===== config.mk =====
export PLATFORM = sky130hd
export DESIGN_NAME = bus_trace_buffer
export DESIGN_NICKNAME = d
export VERILOG_FILES = /design/src/rtl/bus_trace_buffer.sv
export SDC_FILE = /design/constraint.sdc
export NUM_CORES = 1
export LEC_CHECK = 0
export BUFFER_PORTS_ARGS = -buffer_cell sky130_fd_sc_hd__buf_2
export CAP_MARGIN = 30
export CORE_ASPECT_RATIO = 0.6
export CORE_MARGIN = 1
export CORE_UTILIZATION = 40
export DETAILED_ROUTE_END_ITERATION = 10
export SLEW_MARGIN = 20
export SYNTH_ARGS = -nofsm -noshare
export SYNTH_HDL_FRONTEND = slang
export SYNTH_SLANG_ARGS = --single-unit
export TNS_END_PERCENT = 10

===== constraint.sdc =====
create_clock -name clk -period 9.3 [get_ports clk]
set_input_delay 1.86 -clock clk [delete_from_list [all_inputs] [get_ports clk]]
set_output_delay 1.86 -clock clk [all_outputs]
set_load 0.03 [all_outputs]

===== src/rtl/bus_trace_buffer.sv =====
// Passive CPU bus observer: detects read/write transactions, optionally filters
// them by address window, timestamps them and queues them for a pop-style drain.
module bus_trace_buffer #(
  parameter int unsigned DEPTH    = 16,
  parameter int unsigned TS_WIDTH = 16,
  parameter int unsigned WRAP     = 0
) (
  input  logic                      clk,
  input  logic                      reset,
  input  logic [15:0]               addr_in,
  input  logic [1:0]                ctrl_in,
  input  logic [15:0]               data_in,
  input  logic                      arm,
  input  logic                      stop,
  input  logic                      clear,
  input  logic                      filt_en,
  input  logic [15:0]               filt_lo,
  input  logic [15:0]               filt_hi,
  output logic                      rd_valid,
  input  logic                      rd_pop,
  output logic [15:0]               rd_addr,
  output logic [15:0]               rd_data,
  output logic                      rd_write,
  output logic [TS_WIDTH-1:0]       rd_ts,
  output logic [$clog2(DEPTH):0]    count,
  output logic                      overflow,
  output logic                      illegal,
  output logic [1:0]                state
);

  localparam int unsigned PTR_W   = $clog2(DEPTH);
  localparam int unsigned CNT_W   = PTR_W + 1;
  localparam bit          WRAP_EN = (WRAP != 0);

  typedef enum logic [1:0] {
    ST_IDLE    = 2'b00,
    ST_CAPTURE = 2'b01,
    ST_HALTED  = 2'b10
  } state_t;

  typedef struct packed {
    logic [15:0]         addr;
    logic [15:0]         data;
    logic                write;
    logic [TS_WIDTH-1:0] ts;
  } entry_t;

  state_t               r_state;
  state_t               w_state_nxt;
  entry_t               r_mem [DEPTH];
  logic [PTR_W-1:0]     r_wptr;
  logic [PTR_W-1:0]     r_rptr;
  logic [CNT_W-1:0]     r_count;
  logic [CNT_W-1:0]     w_count_nxt;
  logic                 r_valid;
  logic                 r_overflow;
  logic                 r_illegal;
  logic [TS_WIDTH-1:0]  r_ts;
  logic [1:0]           r_prev_ctrl;
  logic [15:0]          r_prev_addr;

  logic   w_is_xfer;
  logic   w_event;
  logic   w_in_win;
  logic   w_accept;
  logic   w_full;
  logic   w_pop;
  logic   w_capture;
  logic   w_drop;
  logic   w_head_adv;
  logic   w_set_ovf;
  entry_t w_wr_entry;
  entry_t w_head;

  // A held transaction is one event; a new type or a new address starts another.
  assign w_is_xfer  = (ctrl_in == 2'b01) || (ctrl_in == 2'b10);
  assign w_event    = w_is_xfer && ((ctrl_in != r_prev_ctrl) || (addr_in != r_prev_addr));
  assign w_in_win   = (filt_lo <= addr_in) && (addr_in <= filt_hi);
  assign w_accept   = w_event && (!filt_en || w_in_win);

  assign w_full     = (r_count == CNT_W'(DEPTH));
  assign w_pop      = rd_pop && (r_count != '0);
  assign w_capture  = (r_state == ST_CAPTURE) && w_accept && (!w_full || WRAP_EN);
  assign w_drop     = w_accept && ((r_state == ST_HALTED) ||
                                   ((r_state == ST_CAPTURE) && w_full && !WRAP_EN));
  // When full, a capture always moves the head: either the pop or the overwrite frees it.
  assign w_head_adv = w_pop || (w_capture && w_full);
  assign w_set_ovf  = w_drop || (w_capture && w_full && !w_pop);

  assign w_wr_entry = '{addr: addr_in, data: data_in, write: ctrl_in[1], ts: r_ts};

  always_comb begin
    w_count_nxt = r_count;
    if (w_capture && !w_full && !w_pop) begin
      w_count_nxt = r_count + CNT_W'(1);
    end else if (!w_capture && w_pop) begin
      w_count_nxt = r_count - CNT_W'(1);
    end
  end

  always_comb begin
    w_state_nxt = r_state;
    if (clear) begin
      w_state_nxt = ST_IDLE;
    end else begin
      case (r_state)
        ST_IDLE: begin
          if (arm) w_state_nxt = ST_CAPTURE;
        end
        ST_CAPTURE: begin
          if (stop) begin
            w_state_nxt = ST_IDLE;
          end else if (!WRAP_EN && (w_count_nxt == CNT_W'(DEPTH))) begin
            w_state_nxt = ST_HALTED;
          end
        end
        ST_HALTED: w_state_nxt = ST_HALTED;
        default:   w_state_nxt = ST_IDLE;
      endcase
    end
  end

  always_ff @(posedge clk) begin
    if (reset) begin
      r_state <= ST_IDLE;
    end else begin
      r_state <= w_state_nxt;
    end
  end

  always_ff @(posedge clk) begin
    if (reset) begin
      r_wptr      <= '0;
      r_rptr      <= '0;
      r_count     <= '0;
      r_valid     <= 1'b0;
      r_overflow  <= 1'b0;
      r_illegal   <= 1'b0;
      r_ts        <= '0;
      r_prev_ctrl <= 2'b00;
      r_prev_addr <= '0;
    end else begin
      r_ts        <= r_ts + TS_WIDTH'(1);
      r_prev_ctrl <= ctrl_in;
      r_prev_addr <= addr_in;
      if (clear) begin
        r_wptr     <= '0;
        r_rptr     <= '0;
        r_count    <= '0;
        r_valid    <= 1'b0;
        r_overflow <= 1'b0;
        r_illegal  <= 1'b0;
      end else begin
        if (w_capture)  r_wptr <= r_wptr + PTR_W'(1);
        if (w_head_adv) r_rptr <= r_rptr + PTR_W'(1);
        r_count <= w_count_nxt;
        r_valid <= (w_count_nxt != '0);
        if (w_set_ovf) r_overflow <= 1'b1;
        if ((r_state == ST_CAPTURE) && (ctrl_in == 2'b11)) r_illegal <= 1'b1;
      end
    end
  end

  // Storage carries no reset; validity is tracked by the count alone.
  always_ff @(posedge clk) begin
    if (w_capture && !clear && !reset) begin
      r_mem[r_wptr] <= w_wr_entry;
    end
  end

  assign w_head   = r_mem[r_rptr];
  assign rd_valid = r_valid;
  assign rd_addr  = w_head.addr;
  assign rd_data  = w_head.data;
  assign rd_write = w_head.write;
  assign rd_ts    = w_head.ts;
  assign count    = r_count;
  assign overflow = r_overflow;
  assign illegal  = r_illegal;
  assign state    = r_state;

endmodule


# Word level (Yosys, flattened, before mapping)
# Memories as Yosys holds them, arrays and structs flattened. A register that Yosys moved wholly into a read port is not among the register bits.
# Cells that the tools add are included.
# W data, S select, Z words.
dict set report totals {
  register_bits 52
  ramBits 784
  inputBits 73
  output_inout_bits 59
  elab_cells 72
  n_memories 1
}
dict set report classes {
  add_sub_neg 5
  n_lt_le_gt_ge 2
  eq_ne 11
  mux 10
  n_reduce_logical 33
}
# memory depth width read_ports rd_ports_with_merged_regs write_ports line
set mem_list {}
lappend mem_list {r_mem 16 49 1 1 1 50} ;# entry_t r_mem [DEPTH];
# cell count
set ops {}
lappend ops {{$le A16 B16 Y1} 2}
lappend ops {{$add A16 B1 Y16 const B} 1}
lappend ops {{$logic_and A1 B1 Y1} 16}
lappend ops {{$ne A16 B16 Y1} 1}
lappend ops {{$eq A5 B5 Y1 const B} 2}
lappend ops {{$mux W5} 2}
lappend ops {{$reduce_bool A5 Y1} 2}
lappend ops {{$add A4 B1 Y4 const B} 2}
lappend ops {{$mux W4} 2}
lappend ops {{$eq A2 B2 Y1 const B} 3}
lappend ops {{$logic_not A1 Y1} 6}
lappend ops {{$logic_or A1 B1 Y1} 6}
lappend ops {{$mux W2} 3}
lappend ops {{$pmux W2 S3} 1}
lappend ops {{$add A5 B1 Y5 const B} 1}
lappend ops {{$sub A5 B1 Y5 const B} 1}
lappend ops {{$eq A2 B1 Y1 const B} 2}
lappend ops {{$ne A3 B2 Y1 const B} 1}
lappend ops {{$logic_not A2 Y1} 1}
lappend ops {{$mux W1} 2}
lappend ops {{$ne A2 B2 Y1} 1}
lappend ops {{$ne A2 B2 Y1 const B} 1}
lappend ops {{$reduce_and A2 Y1} 1}
lappend ops {{$reduce_or A2 Y1} 1}

# Logic depth before layout (Yosys ltp)
dict set report depth {
  ltp_word 14
  mapped_depth 13
  depth_no_buf 12
}

# Least setup slack after synthesis
# No wires, ideal clock.
dict set report synth_timing {
  path_type {input to register}
  start {in filt_hi[14]}
  end {mem r_mem[1][0] (netlist bit) (enable)}
  setup_ns 0.516
  arrival_time_ns 7.206
  required_ns 8.784
  slack_ns 1.578
  cell_stages 12
  n_path_buf 1
  path_cell_list {inv_1 ha_1 a21oi_1 nand2_1 a221o_1 o311ai_1 o2111a_1 and3_4 buf_12 nor3b_2 nand2_1 nor3_1}
}
dict set report synth_via {
  elab_chain_len 10
}
# element line
set synth_rtl {}
lappend synth_rtl {{start, declared} 18} ;# input logic [15:0] filt_hi,
lappend synth_rtl {{$le A16 B16 Y1} 78} ;# assign w_in_win = (filt_lo <= addr_in) && (addr_in <= filt_hi);
lappend synth_rtl {{$logic_and A1 B1 Y1} 78}
lappend synth_rtl {{$logic_or A1 B1 Y1} 79} ;# assign w_accept = w_event && (!filt_en || w_in_win);
lappend synth_rtl {{$logic_and A1 B1 Y1} 79}
lappend synth_rtl {{$logic_and A1 B1 Y1 (2 in a row)} 83} ;# assign w_capture = (r_state == ST_CAPTURE) && w_accept && (!w_full || WRAP_EN);
lappend synth_rtl {{$logic_and A1 B1 Y1 (2 in a row)} 166} ;# if (w_capture && !clear && !reset) begin
lappend synth_rtl {{$mux W1} 166}
lappend synth_rtl {{$mux W1 (implied by the code)} 167} ;# r_mem[r_wptr] <= w_wr_entry;
lappend synth_rtl {{end, declared} 50}
# Every way passes these cells.

# Worst setup path in the final report
dict set report layout_timing {
  start {in addr_in[14]}
  end {mem r_mem[4][18] (netlist bit) (enable)}
}
dict set report layout_via {
  elab_chain_len 10
  word_cells_on_any_way 14
  classes_between {order compare: 2; eq/ne: 1; mux: 2; reduce/logical: 9}
}
# element line
set layout_rtl {}
lappend layout_rtl {{start, declared} 10} ;# input logic [15:0] addr_in,
lappend layout_rtl {{$le A16 B16 Y1 or $ne A16 B16 Y1 (tied branches)} {78, 77}}
lappend layout_rtl {{$logic_and A1 B1 Y1 or $logic_or A1 B1 Y1 (tied branches)} {78, 77}}
lappend layout_rtl {{$logic_or A1 B1 Y1 or $logic_and A1 B1 Y1 (tied branches)} {79, 77}}
lappend layout_rtl {{$logic_and A1 B1 Y1 *} 79}
lappend layout_rtl {{$logic_and A1 B1 Y1 * (2 in a row)} 83}
lappend layout_rtl {{$logic_and A1 B1 Y1 * (2 in a row)} 166}
lappend layout_rtl {{$mux W1 *} 166}
lappend layout_rtl {{$mux W1 (implied by the code) *} 167}
# Mark *: on every way between the ends. The rest lies on a longest branch, timed or not.

==> out/summary.txt <==
average wire per standard cell - 25.8 microns
area leader, netlist - sky130_fd_sc_hd__edfxtp_1
Synth top cells by count - sky130_fd_sc_hd__edfxtp_1, sky130_fd_sc_hd__mux4_2, sky130_fd_sc_hd__nor2_1
maximum number of pins on one net before global-route repair - 109
Layout fillers - 6512
cell area power density - 201 mW/mm^2
average cell area after synthesis - 22.2 sq um
clock transition at the registers of the reported paths - 60 ps
placeable core region - 0.0800 sq mm
Netlist Area Pre-Place - 0.0325 sq mm
portion of synthesized cell area occupied by the leading cell type - 72.4%
pre-CTS WS - 2880 ps
vias per std cell - 5.47
port bufs - 131
count of unique library cells instantiated by Yosys - 47
antenna violations before repair - 3
standby leakage power - 0.0117 uW
warning count from the yosys run - 0
time the worst path needs with I/O delays and setup - 5750 ps
compound-cell area share of the yosys netlist - 0.900%
fraction of the cycle the final worst path needs - 61.8%
area of the die - 0.0825 sq mm
unrepaired setup endpoints after global routing - false
root buffer cell - sky130_fd_sc_hd__clkbuf_16
dominant cells by area after synthesis - sky130_fd_sc_hd__edfxtp_1, sky130_fd_sc_hd__mux4_2, sky130_fd_sc_hd__dfxtp_1, sky130_fd_sc_hd__ha_1, sky130_fd_sc_hd__nor2_1
Final GP Congestion - 0.830
WP data arrival - 6000 ps
antenna violation net count after detailed routing - 0
multi-input combinational cell area - 0.00756 sq mm
Post-Synth Simple-Gate Area - 2.28%
synthesized netlist cell count - 1467
number of global-route vias before repair - 15700
wire length of the first global-routing pass - 107000 microns
result of the run - finished clean
max-capacitance violation count - 0
HP Class - reg -> reg
Worst-Skew Late Latency - 650 ps
leading cell type by number of instances after synthesis - sky130_fd_sc_hd__edfxtp_1
final WL - 71600 microns
Inserted Clock Buffers - 78
post-CTS setup repair buffer count - 0
sequential cell area - 0.0247 sq mm
kind of end point of the critical path - flop
mux share of post-synthesis cell area - 17.1%
HPWL after detailed placement - 41300 microns
post-cts repair resize count - 0
number of clock sinks seen by CTS - 840
Post-Synth Adder-Cell Area - 1.58%
number of nets in the layout - 1758
y dimension of the die - 223 microns
count of flip-flops with a built-in enable after synthesis - 784
chip width - 370 microns
GRT Residual Overflow - 0
max-slew violation count - 0
layout cells sized above 1 - 32.2%
TritonCTS clock tree - built
drt drc - 0
number of failing hold endpoints at the final stage - 0
final worst slack - 3550 ps
clock tree buffer depth - 3
Max FO, Critical Path - 35
net count after synthesis - 1581
combinational family with the most area after synthesis - multiplexers
Seq/Total Area, Yosys - 75.8%
startpoint types - primary input
critical path data required time - 9550 ps
post-synthesis sequential element count - 840
total vias in the final route - 15200
DR iter-0 viols - 1510
setup violation total in the final timing report - 0
# H-tree levels - 3
worst slew margin relative to its limit - 38.7%
FFs w/ async S/R, synth - 0%
Area growth syn-to-layout - 14.4%
Post-synth top flop - sky130_fd_sc_hd__edfxtp_1
# hold bufs at CTS - 0
highest clock frequency the design can meet - 174 MHz
aggregate global-route resource usage - 17.8%
Pre-Repair DR Iteration Count - 5
row count - 80
post-route setup TNS - 0 ps
XOR/XNOR Fraction of Synth Area - 1.02%
startpoint-to-endpoint class of the critical path - in -> reg
Slew @ Worst Pin - 919 ps
worst IR drop on VDD - 121 uV
clock tree skew after final layout - 25.1 ps
I/O pin total - 132
initial core utilization - 40.7%
per-layer routing:
layer	track usage [%]	share of wire [%]	vias to the layer above
li1	-	-	6487
met1	27.7	47	8150
met2	25.5	44	458
met3	3.85	6.7	74
met4	3.92	1.4	2
met5	0	0.018	-
cell families (layout without fill, tap and decap cells):
kind of cell	after synthesis	after routing
fa+ha+maj	41	41
mux	250	250
buf+inv	105	342
simple gates	150	150
other cells	0	2
flops	840	840
xor+xnor	38	38
compound gates	43	43
metrics by stage:
step	util [%]	total power [uW]	instances	hold slack [ps]	cell area, sq um
6_report	46.5	7470	2772	491	37200
5_1_grt	46.5	7710	2770	543	37200
4_1_cts	46.5	7550	2769	490	37200
3_5_place_dp	43.4	4440	2629	463	34700
3_3_place_gp	43.3	4430	2625	449	34600
2_1_floorplan	-	4340	1467	468	32500
sequential cells by signal, summed over array words and instances, names as in the netlist, named ones only:
signal       cells
r_prev_ctrl      2
r_rptr           4
r_ts            16
r_mem          784
rd_valid         1
count            5
illegal          1
overflow         1
state            2
r_prev_addr     16
r_wptr           4
placed cells by master (no fill, tap or decap), drive strengths merged, types with 24 or more instances in the layout:
| master | synthesis | routed |
|---|---|---|
| ha | 41 | 41 |
| clkinv | 0 | 28 |
| edfxtp | 784 | 784 |
| mux4 | 245 | 245 |
| nor2 | 57 | 57 |
| clkbuf | 44 | 103 |
| buf | 22 | 163 |
| inv | 39 | 42 |
| dfxtp | 56 | 56 |
| nand2 | 24 | 24 |
where the power goes:
part           switching [uW]  internal, uW
Combinational             137          90.8
Sequential               11.9          4120
Clock                    1360          1740
Total                    1510          5950
critical path: stages:
cell	delay, ps
sky130_fd_sc_hd__buf_2	340
sky130_fd_sc_hd__ha_1	330
sky130_fd_sc_hd__nand4_1	180
sky130_fd_sc_hd__nor2_1	70
sky130_fd_sc_hd__a221o_1	320
sky130_fd_sc_hd__o311ai_1	310
sky130_fd_sc_hd__o2111a_1	320
sky130_fd_sc_hd__and3_4	310
sky130_fd_sc_hd__nor3b_2	290
sky130_fd_sc_hd__nand2_1	270
sky130_fd_sc_hd__nor2_4	620
sky130_fd_sc_hd__buf_4	720
final cells by class:
| type | instances | area share, % |
|---|---|---|
| Clock buffer | 103 | 5.77 |
| Sequential cell | 840 | 66.3 |
| Inverter | 39 | 0.393 |
| Antenna cell | 2 | 0.0134 |
| Tap cell | 1066 | 3.58 |
| Timing Repair Buffer | 163 | 2.74 |
| Multi-Input combinational cell | 522 | 20.3 |
| Clock inverter | 37 | 0.847 |
path summary, 6_finish.rpt:
path	from	endpoint	slack, ps	depth (start not counted)
worst max-delay path	addr_in[14]	r_mem[4][18]	3550	12
worst min-delay path	illegal	illegal	490	2
worst max register to register	r_prev_addr[12]	r_mem[4][18]	5300	9
worst min register to register	illegal	illegal	490	2
No activity file was read; power rests on OpenSTA's default activity.
